## src/rtl/lcd_bus_monitor.sv

```systemverilog
// HD44780-style bus responder: decodes lcd_driver writes into a 2x16 shadow
// display with an indexed, registered read port.
module lcd_bus_monitor #(
  parameter int         SYNC_STAGES  = 2,
  parameter logic [7:0] BLANK_CHAR   = 8'h20,
  parameter int         CLEAR_CYCLES = 32
) (
  input  logic       clk,
  input  logic       rst,
  input  logic       lcd_rs,
  input  logic       lcd_rw,
  input  logic       lcd_e,
  input  logic [7:0] lcd_data,
  input  logic [4:0] rd_index,
  output logic [7:0] rd_char,
  output logic [6:0] cur_addr,
  output logic       display_on,
  output logic       busy,
  output logic       frame_done,
  output logic [1:0] err_flags
);

  localparam int CNT_W = $clog2(CLEAR_CYCLES + 1);

  typedef enum logic {IDLE, CLEAR} state_t;

  state_t           state, state_nxt;
  logic [CNT_W-1:0] clr_cnt;
  logic             clr_wr;

  logic [10:0] sync_p0 [SYNC_STAGES];
  logic [10:0] cmd_p1;
  logic        vld_p1;
  logic        cmd_rs, cmd_rw;
  logic [7:0]  cmd_data;

  logic [7:0]  shadow [32];
  logic        id;

  logic        wr_en, clr_req, frame_nxt, id_nxt, disp_nxt;
  logic [4:0]  wr_idx;
  logic [6:0]  addr_nxt;
  logic [1:0]  err_nxt;

  // Only 0x00-0x0F and 0x40-0x4F are visible; bit 6 selects the line.
  function automatic logic addr_in_range(input logic [6:0] a);
    return (a[5:4] == 2'b00);
  endfunction

  function automatic logic [4:0] addr_to_index(input logic [6:0] a);
    return {a[6], a[3:0]};
  endfunction

  function automatic logic [6:0] step_addr(input logic [6:0] a, input logic inc);
    if (inc) begin
      if (a == 7'h27) return 7'h40;
      if (a == 7'h67) return 7'h00;
      return a + 7'd1;
    end
    if (a == 7'h40) return 7'h27;
    if (a == 7'h00) return 7'h67;
    return a - 7'd1;
  endfunction

  // Stage p0: input synchronizers, packed as {rs, rw, e, data}
  always_ff @(posedge clk or negedge rst) begin
    if (!rst) begin
      for (int i = 0; i < SYNC_STAGES; i++) sync_p0[i] <= '0;
      cmd_p1 <= '0;
    end else begin
      sync_p0[0] <= {lcd_rs, lcd_rw, lcd_e, lcd_data};
      for (int i = 1; i < SYNC_STAGES; i++) sync_p0[i] <= sync_p0[i-1];
      cmd_p1 <= sync_p0[SYNC_STAGES-1];
    end
  end

  // Stage p1: falling edge of synced E; command fields held from while E was high
  assign vld_p1   = cmd_p1[8] & ~sync_p0[SYNC_STAGES-1][8];
  assign cmd_rs   = cmd_p1[10];
  assign cmd_rw   = cmd_p1[9];
  assign cmd_data = cmd_p1[7:0];

  always_comb begin
    wr_en     = 1'b0;
    wr_idx    = addr_to_index(cur_addr);
    addr_nxt  = cur_addr;
    id_nxt    = id;
    disp_nxt  = display_on;
    err_nxt   = err_flags;
    clr_req   = 1'b0;
    frame_nxt = 1'b0;
    if (vld_p1) begin
      if (state == CLEAR) begin
        err_nxt[1] = 1'b1;
      end else if (cmd_rw) begin
        err_nxt[0] = 1'b1;
      end else if (cmd_rs) begin
        wr_en     = addr_in_range(cur_addr);
        frame_nxt = wr_en && (wr_idx == 5'd31);
        addr_nxt  = step_addr(cur_addr, id);
      end else begin
        casez (cmd_data)
          8'b1???????: addr_nxt = cmd_data[6:0];
          8'b01??????, 8'b001?????, 8'b0001????: ;
          8'b00001???: disp_nxt = cmd_data[2];
          8'b000001??: id_nxt = cmd_data[1];
          8'b0000001?: addr_nxt = '0;
          8'b00000001: begin
            addr_nxt = '0;
            id_nxt   = 1'b1;
            clr_req  = 1'b1;
          end
          default: ;
        endcase
      end
    end
  end

  always_ff @(posedge clk or negedge rst) begin
    if (!rst) state <= IDLE;
    else      state <= state_nxt;
  end

  always_comb begin
    state_nxt = state;
    case (state)
      IDLE:    if (clr_req) state_nxt = CLEAR;
      CLEAR:   if (clr_cnt == CNT_W'(CLEAR_CYCLES - 1)) state_nxt = IDLE;
      default: state_nxt = IDLE;
    endcase
  end

  always_comb begin
    busy   = (state == CLEAR);
    clr_wr = busy && (clr_cnt < CNT_W'(32));
  end

  always_ff @(posedge clk or negedge rst) begin
    if (!rst)               clr_cnt <= '0;
    else if (state == CLEAR) clr_cnt <= clr_cnt + CNT_W'(1);
    else                    clr_cnt <= '0;
  end

  // Stage p2: shadow, address counter and registered read port
  always_ff @(posedge clk or negedge rst) begin
    if (!rst) begin
      for (int i = 0; i < 32; i++) shadow[i] <= BLANK_CHAR;
      cur_addr   <= '0;
      id         <= 1'b1;
      display_on <= 1'b0;
      err_flags  <= '0;
      frame_done <= 1'b0;
      rd_char    <= BLANK_CHAR;
    end else begin
      cur_addr   <= addr_nxt;
      id         <= id_nxt;
      display_on <= disp_nxt;
      err_flags  <= err_nxt;
      frame_done <= frame_nxt;
      rd_char    <= shadow[rd_index];
      if (wr_en)  shadow[wr_idx] <= cmd_data;
      if (clr_wr) shadow[clr_cnt[4:0]] <= BLANK_CHAR;
    end
  end

endmodule
```

## config.mk

```make
export PLATFORM = sky130hd
export DESIGN_NAME = lcd_bus_monitor
export DESIGN_NICKNAME = d
export VERILOG_FILES = /design/src/rtl/lcd_bus_monitor.sv
export SDC_FILE = /design/constraint.sdc
export NUM_CORES = 1
export LEC_CHECK = 0
export BUFFER_PORTS_ARGS = -buffer_cell sky130_fd_sc_hd__buf_2
export CAP_MARGIN = 0
export CORE_UTILIZATION = 52
export DETAILED_ROUTE_END_ITERATION = 8
export PLACE_DENSITY = 0.78
export RECOVER_POWER = 25
export SLEW_MARGIN = 5
export SYNTH_ARGS = -nofsm -noshare
export SYNTH_HDL_FRONTEND = slang
export SYNTH_SLANG_ARGS = --single-unit
```

## constraint.sdc

```tcl
create_clock -name clk -period 2.85 [get_ports clk]
set_clock_uncertainty 0.05 [all_clocks]
set_input_delay 0.4275 -clock clk [delete_from_list [all_inputs] [get_ports clk]]
set_output_delay 0.4275 -clock clk [all_outputs]
set_load 0.005 [all_outputs]
```

* Yosys cells after proc, flatten, opt, wreduce, memory -nomap -nowiden
Cells that the tools add are included.
** Word-level totals
- Bits in registers :: 316
- Latch bits :: 0
- Bits in writable memories :: 0
- ROM bits :: 0
- Input bits :: 18
- Output and inout bits :: 20
- Logic and storage cells :: 158
- Memories :: 0
** Cells by class
- $add $sub $neg :: 3
- $mul :: 0
- Div/mod/pow operators :: 0
- Order comparisons :: 6
- Equal/unequal tests :: 9
- Shift operators :: 0
- Multiplexer cells :: 71
- Bitwise logic cells :: 11
- Reduce and logical (&&, ||, !) cells :: 14
** Operator list (count)
- $mux 256 :: 2
- $bwmux 256 :: 1
- $and 224x224->224 :: 1
- $not 224->224 :: 1
- $demux 8 s5 :: 2
- $mux 7 :: 11
- $mux 1 :: 46
- $bmux 8 s5 :: 1
- $mux 8 :: 4
- $or 32x32->32 :: 1
- $ge 6x6->1 const B :: 3
- $not 5->6 :: 3
- $eq 7x7->1 const B :: 2
- $pmux 7 s2 :: 1
- $lt 6x1->1 const B :: 2
- $reduce_and 5->1 :: 2
- $eq 8x1->1 const B :: 1
- $add 7x1->7 const B :: 1
- $eq 7x1->1 const B :: 1
- $eq 7x6->1 const B :: 1
- $logic_not 7->1 :: 1
- $sub 7x1->7 const B :: 1
- $add 6x1->6 const B :: 1
- $eq 6x1->1 const B :: 1
- 16 further kinds :: 23

* Logic depth before layout (Yosys ltp)
Gate-level depths: netlist of the first run.
- Depth in word-level cells :: 22
- Gate-level depth with buffers :: 9
- Gate-level depth less buffers :: 7

* Worst setup path before layout of the first run
OpenSTA, ideal clock, no wires.
- Path type :: register to register
- From :: register cur_addr[0]
- To :: register shadow[251] (netlist name)
- Library setup time :: 0.133 ns
- Arrival time :: 1.845 ns
- Data required time :: 2.667 ns
- Path slack :: 0.822 ns
- Stages on the path, launching flop included :: 8
- Path buffers :: 1
- Clock period less this slack :: 2.028 ns
- Path through :: dfrtp_1 -> clkbuf_1 -> inv_1 -> ha_1 -> nand2_4 -> nor4_4 -> mux2i_1 -> nor2_1
** On the way
- Cells in the longest elaborated chain, start to end :: 9
- Elaborated cells between the ends (all ways) :: 10
- Those cells by class :: order compare (2); mux (5); bitwise (2); reduce/logical (1)
** Ends and longest elaborated chain
- from (decl) :: RTL line 16 : output logic [6:0] cur_addr,
- from (signal assigned) :: RTL line 155 : cur_addr <= addr_nxt;
- $not 5->6 (not written as such) * :: RTL line 161 : if (wr_en) shadow[wr_idx] <= cmd_data;
- $ge 6x6->1 (not written as such) / $lt 6x1->1 (equally long branches) :: RTL line 161
- $logic_and 1x1->1 (not written as such) :: RTL line 161
- $mux 8 (not written as such) :: RTL line 161
- $demux 8 s5 * :: RTL line 161
- $bwmux 256 * :: RTL line 161
- $mux 256 * :: RTL line 161
- $and 224x224->224 (no line)
- $mux 256 * :: RTL line 162 : if (clr_wr) shadow[clr_cnt[4:0]] <= BLANK_CHAR;
- to (signal, indexed assignment) :: RTL line 161
- to (decl) :: RTL line 37 : logic [7:0] shadow [32];
Mark *: on every way between the ends. The rest lies on a longest branch, timed or not.
A chain may end at the register's enable or synchronous reset.

* Final worst setup path of the first run
- From :: register state, in the netlist busy
- To :: register shadow[224] (netlist name)
** On the way
- Cells in the longest elaborated chain, start to end :: 5
- Elaborated cells between the ends (all ways) :: 6
- Those cells by class :: mux (4); bitwise (1); reduce/logical (1)
** Ends and longest elaborated chain
- from (decl) :: RTL line 27 : state_t state, state_nxt;
- from (signal assigned) :: RTL line 121 : else state <= state_nxt;
- $mux 1 :: RTL line 93 : if (state == CLEAR) begin
- $mux 1 :: RTL line 92 : if (vld_p1) begin
- $mux 256 :: RTL line 161
- $and 224x224->224 (no line)
- $mux 256 * :: RTL line 162
Marked as above.

==> impl_results.md, run 1 <==
* Status: finished, violations left
* Failing checks: max-capacitance violations, max-slew violations
* Period utilisation layout at between 80% and 90%
* Setup CP Type: register to register
* Final Setup Violations at 0
* Via count at 13.1k
* Hold Vio Cnt, Final at 0
* Die height at 174 um
* Synth top cells by count: dfrtp_1, nand2_1, a21oi_1
* Clk slew on worst S/H paths at about 0.060 ns
* Number of synthesized flops with an enable pin at 0
* Post_cts resized at 0
* Switching Power at around 2.8 mW
* DR iter-0 viols at between 1.5k and 2k
* Min Tclk post-route at around 2.6 ns
* Post-Syn Nets at 1651
* H-tree Lvls at 2
* Asr flop ratio synth at 100%
* Post-CTS setup buffer count at 0
* Die area at around 30000 um^2
* HP Class: register to register
* Pre-CTS WS at ~0.43 ns
* DP HPWL at between 20000 and 30000 um
* Measured slew at the worst slew-check pin at between 1.5 and 2 ns
* Hold path cells at 0
* Switch share at 25.9%
* Number of placed instances, taps included at between 1.5k and 2k
* Final non-filler cell total at slightly above 2k
* Cell taking the most area after synthesis: dfrtp_1
* P per Cell Area at ~630 nW/um^2
* Post-DR wirelength/cell at 21.6 um
* Synth warn at 0
* Top cells by area, synth: dfrtp_1, mux2i_1, a21oi_1, nand3_1, nand2_1
* Register area share after synthesis at 51.7%
* Syn-to-layout area delta at 12.8%
* Clk root buf: clkbuf_16
* Chip Width at 174 um
* Final WL at ~44000 um
* Worst-path fanout max at 16
* Post-route setup slack at roughly 0.29 ns
* Main synth FF type: dfrtp_1
* DR pass1 iterations at 6
* Power share of the clock group at a little over two fifths
* FF+latch count, synth at roughly 320
* Clk_lat worst skew at slightly above 0.5 ns
* R2R depth at 5
* DRC at 0
* Unique cell type count in the Yosys netlist at roughly 60
* Top-area cell type share of the netlist area at between 40% and 50%
* VDD IR max at around 0.0005 V
* Fin Hold WS at ~0.3 ns
* Slew Limit Fails at a little under 70
* Slew margin rel. at -7.96%
* DRT antenna net count at 0
* Io pins at 38
* Row count at 62
* Mapped Area at 15400 um^2
* CP Capture Type: register
* Startpoint types: register
* Final core utilization at approximately three fifths
* FILL cells at approximately 2.4k
* Total Neg Setup Slack at 0 ns
* Port bufs at 37
* Max Root-Sink Buffers at 3
* Vias per cell at about 6.4
* RSZ-0062 raised after global routing: false
* Post-Syn Area per Cell at roughly 9.5 um^2
* Logic pwr share at roughly 11%
* Vias in the first global route at between 10k and 15k
* Count leader, synth: dfrtp_1
* Num Clock Sinks at roughly 320
* Largest net degree at the start of global routing at 72
* Layout cells sized above 1 at between 10% and 20%
* GR Overflow Total at 0
* Final net count at 1666
* First-pass GRT wire length at between 60000 and 70000 um
* Num CTS Buffers at 35
* CTS tree: built
* CORE AREA at ~29000 um^2
* Placer congestion estimate at 0.927
* F_max at between 300 and 400 MHz
* Gate Count Post-Synth at around 1.6k
* Initial antenna violation count at 0
* GRT Util Overall at 29.2%
* Number of max-cap violations at 1
* Internal power at around 8.1 mW
* Antenna diodes at 0
* Starting Density at 53.2%
* Seq pwr share at a little under half
* Critical Path RT at 3.17 ns
* P_leak at between 7 and 8 nW
* Worst path arrival time at between 2 and 3 ns
## cells by family (layout without fill, tap and decap cells)
group	after synthesis	count (layout)	synth area share, %
flip-flops	316	316	51.7
adder cells (fa/ha/maj)	8	8	0.650
XOR/XNOR	7	7	0.398
buffers and inverters	139	180	3.84
AO/OA/AOI/OAI	378	378	13.8
AND/OR/NAND/NOR	594	594	17.8
multiplexers	183	183	11.9
## final cells by class
cell class	count	area, um^2	share of cell area, %
flip-flops and latches	316	7950	45.8
multi-input cells	1170	6880	39.6
clock buffers	50	1030	5.96
repair buffers	109	816	4.70
well taps	384	480	2.77
clock inverters	13	174	1.00
inverters	8	30.0	0.173
## state kept, by name, indices dropped and copies added, names as in the netlist
signal      cells
busy            1
clr_cnt         6
cmd_p1         11
cur_addr        7
display_on      1
err_flags       2
frame_done      1
id              1
rd_char         8
shadow        256
sync_p0        22
## critical path, cell delays in order (launching register included)
cell and delay (ns):
dfrtp_1 0.38, clkbuf_1 0.39, nor2b_1 0.31, nand2_1 0.53, nor2_1 0.65, a21oi_1 0.10
## power groups by stage
stage / combinational, mW / sequential, mW / clock (mW)
floorplan: 0.772 / 4.95 / 0
global placement: 1.16 / 5.03 / 0
detailed placement: 1.19 / 5.04 / 0
CTS: 1.21 / 4.96 / 4.76
global route: 1.32 / 5.00 / 4.94
finish: 1.22 / 4.97 / 4.73
## layer usage
metal	part of all wire [%]	vias up	GRT usage [%]
met5	0	-	0
met4	3.9	0	11.5
met3	10	141	6.50
met2	46	745	45.4
met1	40	6411	39.8
li1	-	5759	-
## worst paths after layout
| kind | startpoint | end | slack (ns) |
|---|---|---|---|
| max | busy | shadow[224] | 0.29 |
| max in group asynchronous | rst | shadow[140] | 0.55 |
| max reg2reg | busy | shadow[224] | 0.29 |
| min in group asynchronous | rst | shadow[75] | 0.81 |
| min reg2reg | sync_p0[4] | cmd_p1[4] | 0.30 |
| min | sync_p0[4] | cmd_p1[4] | 0.30 |
## cell usage in the layout (no fill, tap or decap), drive strengths merged, types with 7 or more instances in the layout
master and instances:
dfrtp 282, nand2 256, a21oi 214, nand3 194, mux2i 182, buf 94, o21ai 86, nor2 75
a22oi 56, clkbuf 53, dfstp 34, dlygate4sd3 12, nand4 12, nor2b 12, and2 11, inv 8
ha 8, nor3 8, clkinv 7
## per-stage QoR
| step | cell area, um^2 | power (mW) |
|---|---|---|
| 2_1_floorplan | 15400 | 5.72 |
| 3_3_place_gp | 16100 | 6.19 |
| 3_5_place_dp | 16100 | 6.23 |
| 4_1_cts | 17400 | 10.9 |
| 5_1_grt | 17400 | 11.3 |
| 6_report | 17400 | 10.9 |
## timing repair
item / CTS / global route
hold buffers: 12 / 0
endpoints found under the setup margin: 0 / 0
endpoints found under the hold margin: 72 / 0
No activity file was read; power rests on OpenSTA's default activity.
==> run 2: changes to the inputs <==
--- a/config.mk
+++ b/config.mk
@@ -7,6 +7,7 @@
 export LEC_CHECK = 0
 export BUFFER_PORTS_ARGS = -buffer_cell sky130_fd_sc_hd__buf_2
 export CAP_MARGIN = 0
+export CORE_ASPECT_RATIO = 2
 export CORE_UTILIZATION = 52
 export DETAILED_ROUTE_END_ITERATION = 8
 export PLACE_DENSITY = 0.78
==> impl_results.md, run 2 (synthesis results as in run 1) <==
* Final Setup Violations at 0
* Final WL at about 44000 um
* Critical Path RT at between 3 and 4 ns
* Placed Area at about 16000 um^2
* Row count at 88
* Io pins at 38
* Worst-path fanout max at 13
* P per Cell Area at slightly below 600 nW/um^2
* RSZ-0062 raised after global routing: false
* Total Neg Setup Slack at 0 ns
* Final net count at between 1.5k and 2k
* Slew margin rel. at -14.5%
* HP Class: register to register
* Syn-to-layout area delta at 11.4%
* Final Power at 10.2 mW
* P_leak at about 7.7 nW
* Post-DR wirelength/cell at roughly 22 um
* Clk_lat worst skew at ~0.56 ns
* Largest register FFs at 256
* Most common cell after layout, fill and taps aside: dfrtp_1
* First-pass GRT wire length at around 70000 um
* Reg2Reg Setup Slack at around 0.38 ns
* Num Clock Sinks at 316
* CTS tree: built
* DR iter-0 viols at 1018
* Final core utilization at slightly below 60%
* Post-route setup slack at 0.376 ns
* DRC at 0
* Number of max-cap violations at 1
* Min Tclk post-route at about 2.5 ns
* F_max at 404 MHz
* Biggest regs: shadow x256, sync_p0 x22, cmd_p1 x11
* Via count at 12.8k
* H-tree Lvls at 1
* Vias in the first global route at between 10k and 15k
* Period utilisation layout at ~87%
* Hold Vio Cnt, Final at 0
* Antenna diodes at 0
* Commonest non-fill, non-tap cells in the layout: dfrtp_1, nand2_1, a21oi_1, nand3_1, mux2i_1
* Status: finished, violations left
* Placer congestion estimate at 0.998
* CORE AREA at between 20000 and 30000 um^2
* Max Root-Sink Buffers at 3
* Chip Width at around 120 um
* Initial antenna violation count at 0
* Reg2Reg Launch Point: cur_addr[4]
* Starting Density at a little over half
* Worst path arrival time at roughly 2.9 ns
* Failing checks: max-capacitance violations, max-slew violations
* Slew Limit Fails at 61
* Critical path capture point: shadow[69]
* Clk root buf: clkbuf_16
* Post-CTS setup buffer count at 0
* Die area at roughly 30000 um^2
* Layout cells sized above 1 at between 10% and 20%
* Measured slew at the worst slew-check pin at about 1.7 ns
* R2R depth at 5
* VDD IR max at roughly 0.00048 V
* GRT Util Overall at 30.3%
* Critical Path Source: cur_addr[4]
* Vias per cell at between 6 and 7
* Startpoint types: register
* Largest net degree at the start of global routing at 84
* Port bufs at 37
* Cell area after layout at around 17000 um^2
* Num CTS Buffers at 27
* DP HPWL at 30200 um
* DR pass1 iterations at 8
* CP Capture Type: register
* Hold path cells at 0
* Clk slew on worst S/H paths at around 0.07 ns
* R2R Path End: shadow[69]
* GR Overflow Total at 0
* Biggest register: shadow
* DRT antenna net count at 0
* Die height at approximately 250 um
* Setup CP Type: register to register
* Pre-CTS WS at 0.439 ns
## run 2: cell types whose count changed in the layout (fill, tap and decap cells not counted), moves of 2 or more
cell / before / now
clkbuf_16: 37 / 27
buf_4: 51 / 59
clkbuf_1: 9 / 4
buf_6: 4 / 1
buf_12: 4 / 6
clkbuf_8: 6 / 4
inv_6: 0 / 2
## run 2: worst max-delay path, stage by stage, from the launching register on
cell and delay, ns:
dfrtp_1 0.52, or3_1 0.50, nor2_2 0.57, nand2_1 0.36
mux2i_1 0.24, o21ai_0 0.12
## run 2: layer usage
| layer | up-vias | part of all wire, % | routed length [um] | track usage (%) |
|---|---|---|---|---|
| met5 | - | 0 | 0 | 0 |
| met4 | 0 | 9.2 | 4050 | 25.5 |
| met3 | 216 | 6.0 | 2640 | 4.68 |
| met2 | 573 | 51 | 22300 | 50.8 |
| met1 | 6247 | 34 | 15100 | 32.8 |
| li1 | 5742 | - | - | - |
## run 2: cell type report
cell class | instances | area [um^2]
clock buffer | 33 | 738
multi-input combinational | 1170 | 6880
tap | 360 | 450
sequential | 316 | 7950
timing repair buffer | 116 | 882
inverter | 8 | 30.0
clock inverter | 16 | 223
fill | 2456 | 11800
## run 2: worst min path at each step
stage                      startpoint    endpoint  slack (ns)
after floorplan                   rst        busy        0.08
after detailed placement   sync_p0[2]   cmd_p1[2]        0.28
after global placement    sync_p0[12]  sync_p0[1]        0.28
after CTS                  sync_p0[9]   cmd_p1[9]        0.30
after global routing      sync_p0[20]  sync_p0[9]        0.31
final                      sync_p0[9]   cmd_p1[9]        0.29
## run 2: timing repair
| item | CTS | global route |
|---|---|---|
| setup endpoints to repair | 0 | 0 |
| hold buffers | 12 | 0 |
| hold endpoints to repair | 64 | 0 |
| resized for setup | 0 | 0 |
## run 2: where the power goes
part	internal (mW)	leakage (nW)	switching [mW]	total (mW)
logic	0.447	3.04	0.768	1.22
registers	4.75	4.17	0.196	4.95
clock network	2.31	0.475	1.73	4.04
## run 2: stage by stage
step	cells	hold WS, ns
finish	2019	0.293
global route	2019	0.307
CTS	2019	0.300
detailed placement	1958	0.285
global placement	1958	0.284
floorplan	1625	0.0819
==> run 3: changes to the inputs <==
--- a/config.mk
+++ b/config.mk
@@ -5,6 +5,7 @@
 export SDC_FILE = /design/constraint.sdc
 export NUM_CORES = 1
 export LEC_CHECK = 0
+export ABC_AREA = 1
 export BUFFER_PORTS_ARGS = -buffer_cell sky130_fd_sc_hd__buf_2
 export CAP_MARGIN = 0
 export CORE_ASPECT_RATIO = 2
==> impl_results.md, run 3 <==
* Post-Syn Nets at approximately 2.6k
* VDD IR max at between 0.0005 and 0.0006 V
* Syn-to-layout area delta at 9.03%
* Pre-CTS WS at 0.526 ns
* Top delay family on crit path: buffers and inverters
* Setup CP Type: register to register
* Failing checks: max-capacitance violations, max-slew violations
* Initial antenna violation count at 0
* Most common cell after layout, fill and taps aside: nand2_1
* Post-DR wirelength/cell at approximately 21 um
* Post_cts resized at 0
* Biggest register: shadow
* Worst path arrival time at 2.80 ns
* Hold Vio Cnt, Final at 0
* Die height at roughly 270 um
* XOR/XNOR Fraction of Synth Area at less than 1%
* Slew Limit Fails at 69
* Placed Area at about 19000 um^2
* Synth warn at 0
* Clk_lat worst skew at approximately 0.60 ns
* DR iter-0 viols at 2354
* Final Setup Violations at 0
* FILL cells at roughly 3.1k
* Top-area cell type share of the netlist area at between 30% and 40%
* FF+latch count, synth at roughly 320
* Via count at 18.9k
* Final Power at 12.0 mW
* P_leak at 10.0 nW
* Final WL at 64800 um
* Placer congestion estimate at about 1
* Worst path cell trace: inv_1, clkbuf_1, nor2_4, buf_4, a22oi_1
* Slowest stage cell, crit path: buf_4
* Compound-Gate Fraction of Synth Area at 13.3%
* Row count at 96
* Layout cells sized above 1 at roughly 9.0%
* Reg2Reg Launch Point: busy
* Largest register FFs at around 260
* CTS tree: built
* Clk root buf: clkbuf_16
* Adder-cell share of the synthesized area at less than 1%
* First-pass GRT wire length at between 100000 and 150000 um
* DP HPWL at approximately 43000 um
* Final net count at 2576
* Post-CTS setup buffer count at 0
* Mapped Area at about 18000 um^2
* RSZ-0062 raised after global routing: false
* Chip Width at 135 um
* Clk slew on worst S/H paths at around 0.07 ns
* CORE AREA at 34500 um^2
* CP max stage delay at slightly above 0.8 ns
* GRT Util Overall at between 30% and 40%
* Number of max-cap violations at 1
* F_max at between 400 and 500 MHz
* Top cells by area, synth: dfrtp_1, nand2_1, nand3_1, a22oi_1, o21ai_0
* H-tree Lvls at 1
* Vias per cell at 6.26
* Port bufs at 37
* Count leader, synth: nand2_1
* Commonest non-fill, non-tap cells in the layout: nand2_1, nand3_1, dfrtp_1, o21ai_0, nor2_1
* Asr flop ratio synth at 100%
* Largest net degree at the start of global routing at approximately 130
* DRT antenna net count at 0
* GR Overflow Total at 0
* Post-route setup slack at slightly below 0.4 ns
* P per Cell Area at about 600 nW/um^2
* Hold Startpoint: rd_index[4]
* Register area share after synthesis at between 40% and 50%
* DRC at 0
* Period utilisation layout at 86.3%
* Unique cell type count in the Yosys netlist at 37
* Max Root-Sink Buffers at 3
* DR pass1 iterations at 6
* Starting Density at between 50% and 60%
* Gate Count Post-Synth at 2582
* Worst-path fanout max at 94
* Biggest regs: shadow x256, sync_p0 x22, cmd_p1 x11
* Total Neg Setup Slack at 0 ns
* Post-synthesis mux area share at 0%
* Num Clock Sinks at 316
* HP Class: primary input to register
* Status: finished, violations left
* Synth top cells by count: nand2_1, nand3_1, dfrtp_1
* Post-Syn Area per Cell at just over 7 um^2
* Critical Path Source: busy
* Cell area after layout at around 20000 um^2
* Cell taking the most area after synthesis: dfrtp_1
* Hold bufs inserted after CTS at 12
* Min Tclk post-route at roughly 2.5 ns
* Final core utilization at 58.0%
* Die area at between 30000 and 40000 um^2
* Measured slew at the worst slew-check pin at approximately 2.2 ns
* Buf+Inv Stages, Crit Path at 3
* Io pins at 38
* Number of synthesized flops with an enable pin at 0
* Combinational family with the most area after synthesis: simple AND/OR/NAND/NOR gates
* Vias in the first global route at between 15k and 20k
* Startpoint types: register
* Post-Synth Simple-Gate Area at between 30 and 40%
* Critical Path RT at approximately 3.2 ns
* Num CTS Buffers at 30
* Slew margin rel. at -44.4%
* CP Capture Type: register
* Main synth FF type: dfrtp_1
-- run 3: cell count changes in the layout (fill, tap and decap cells not counted), moves of 13 or more --
cell / change
a22oi_1: +105
inv_1: +61
o21ai_0: +94
mux2i_1: -182
nand2_1: +817
a21oi_1: -199
o21ai_1: +39
nand2_2: +13
nand3_1: +102
nor2_1: +107
-- run 3: through the flow --
step / hold slack (ns) / std cells
floorplan: 0.0819 / 2582
global placement: 0.283 / 2947
detailed placement: 0.285 / 2947
CTS: 0.110 / 3014
global route: 0.140 / 3014
finish: 0.128 / 3015
-- run 3: worst paths after layout --
path | to | cells past startpoint | slack (ns)
setup / recovery | shadow[94] | 5 | 0.39
hold / removal | rd_char[5] | 3 | 0.13
setup reg to reg | shadow[94] | 5 | 0.39
hold reg to reg | sync_p0[6] | 0 | 0.30
max in group asynchronous | shadow[73] | 2 | 0.47
min in group asynchronous | sync_p0[20] | 2 | 0.96
-- run 3: cell type report --
class,instances,area [um^2],share of cell area (%)
antenna,1,2.50,0.0125
clock buffer,46,942,4.72
clock inverter,9,126,0.632
inverter,75,285,1.43
multi-input combinational,2013,9200,46.0
sequential,316,7950,39.8
tap,441,552,2.76
timing repair buffer,114,927,4.64
-- run 3: routing by layer --
metal | up-vias | share of wire, % | track usage, %
met1 | 8871 | 35 | 43.0
met4 | 0 | 9.1 | 29.6
met3 | 344 | 8.9 | 4.94
met5 | - | 0 | 0
li1 | 8391 | - | -
met2 | 1275 | 47 | 59.5
-- run 3: kinds of logic (layout without fill, tap and decap cells) --
kind of cell | Yosys count | count (layout)
simple gates | 1600 | 1600
other cells | 0 | 1
compound gates | 403 | 403
buf+inv | 253 | 244
fa+ha+maj | 8 | 8
flops | 316 | 316
xor+xnor | 2 | 2
-- run 3: tightest hold or removal path, delay by kind of cell --
| kind | cells | cell delay, ns |
|---|---|---|
| buf+inv | 1 | 0.17 |
| simple gates | 2 | 0.15 |
-- run 3: power breakdown --
group	total [mW]	internal, mW	switching [mW]
sequential	5.31	4.93	0.384
clock	4.40	2.54	1.86
combinational	2.33	0.713	1.62
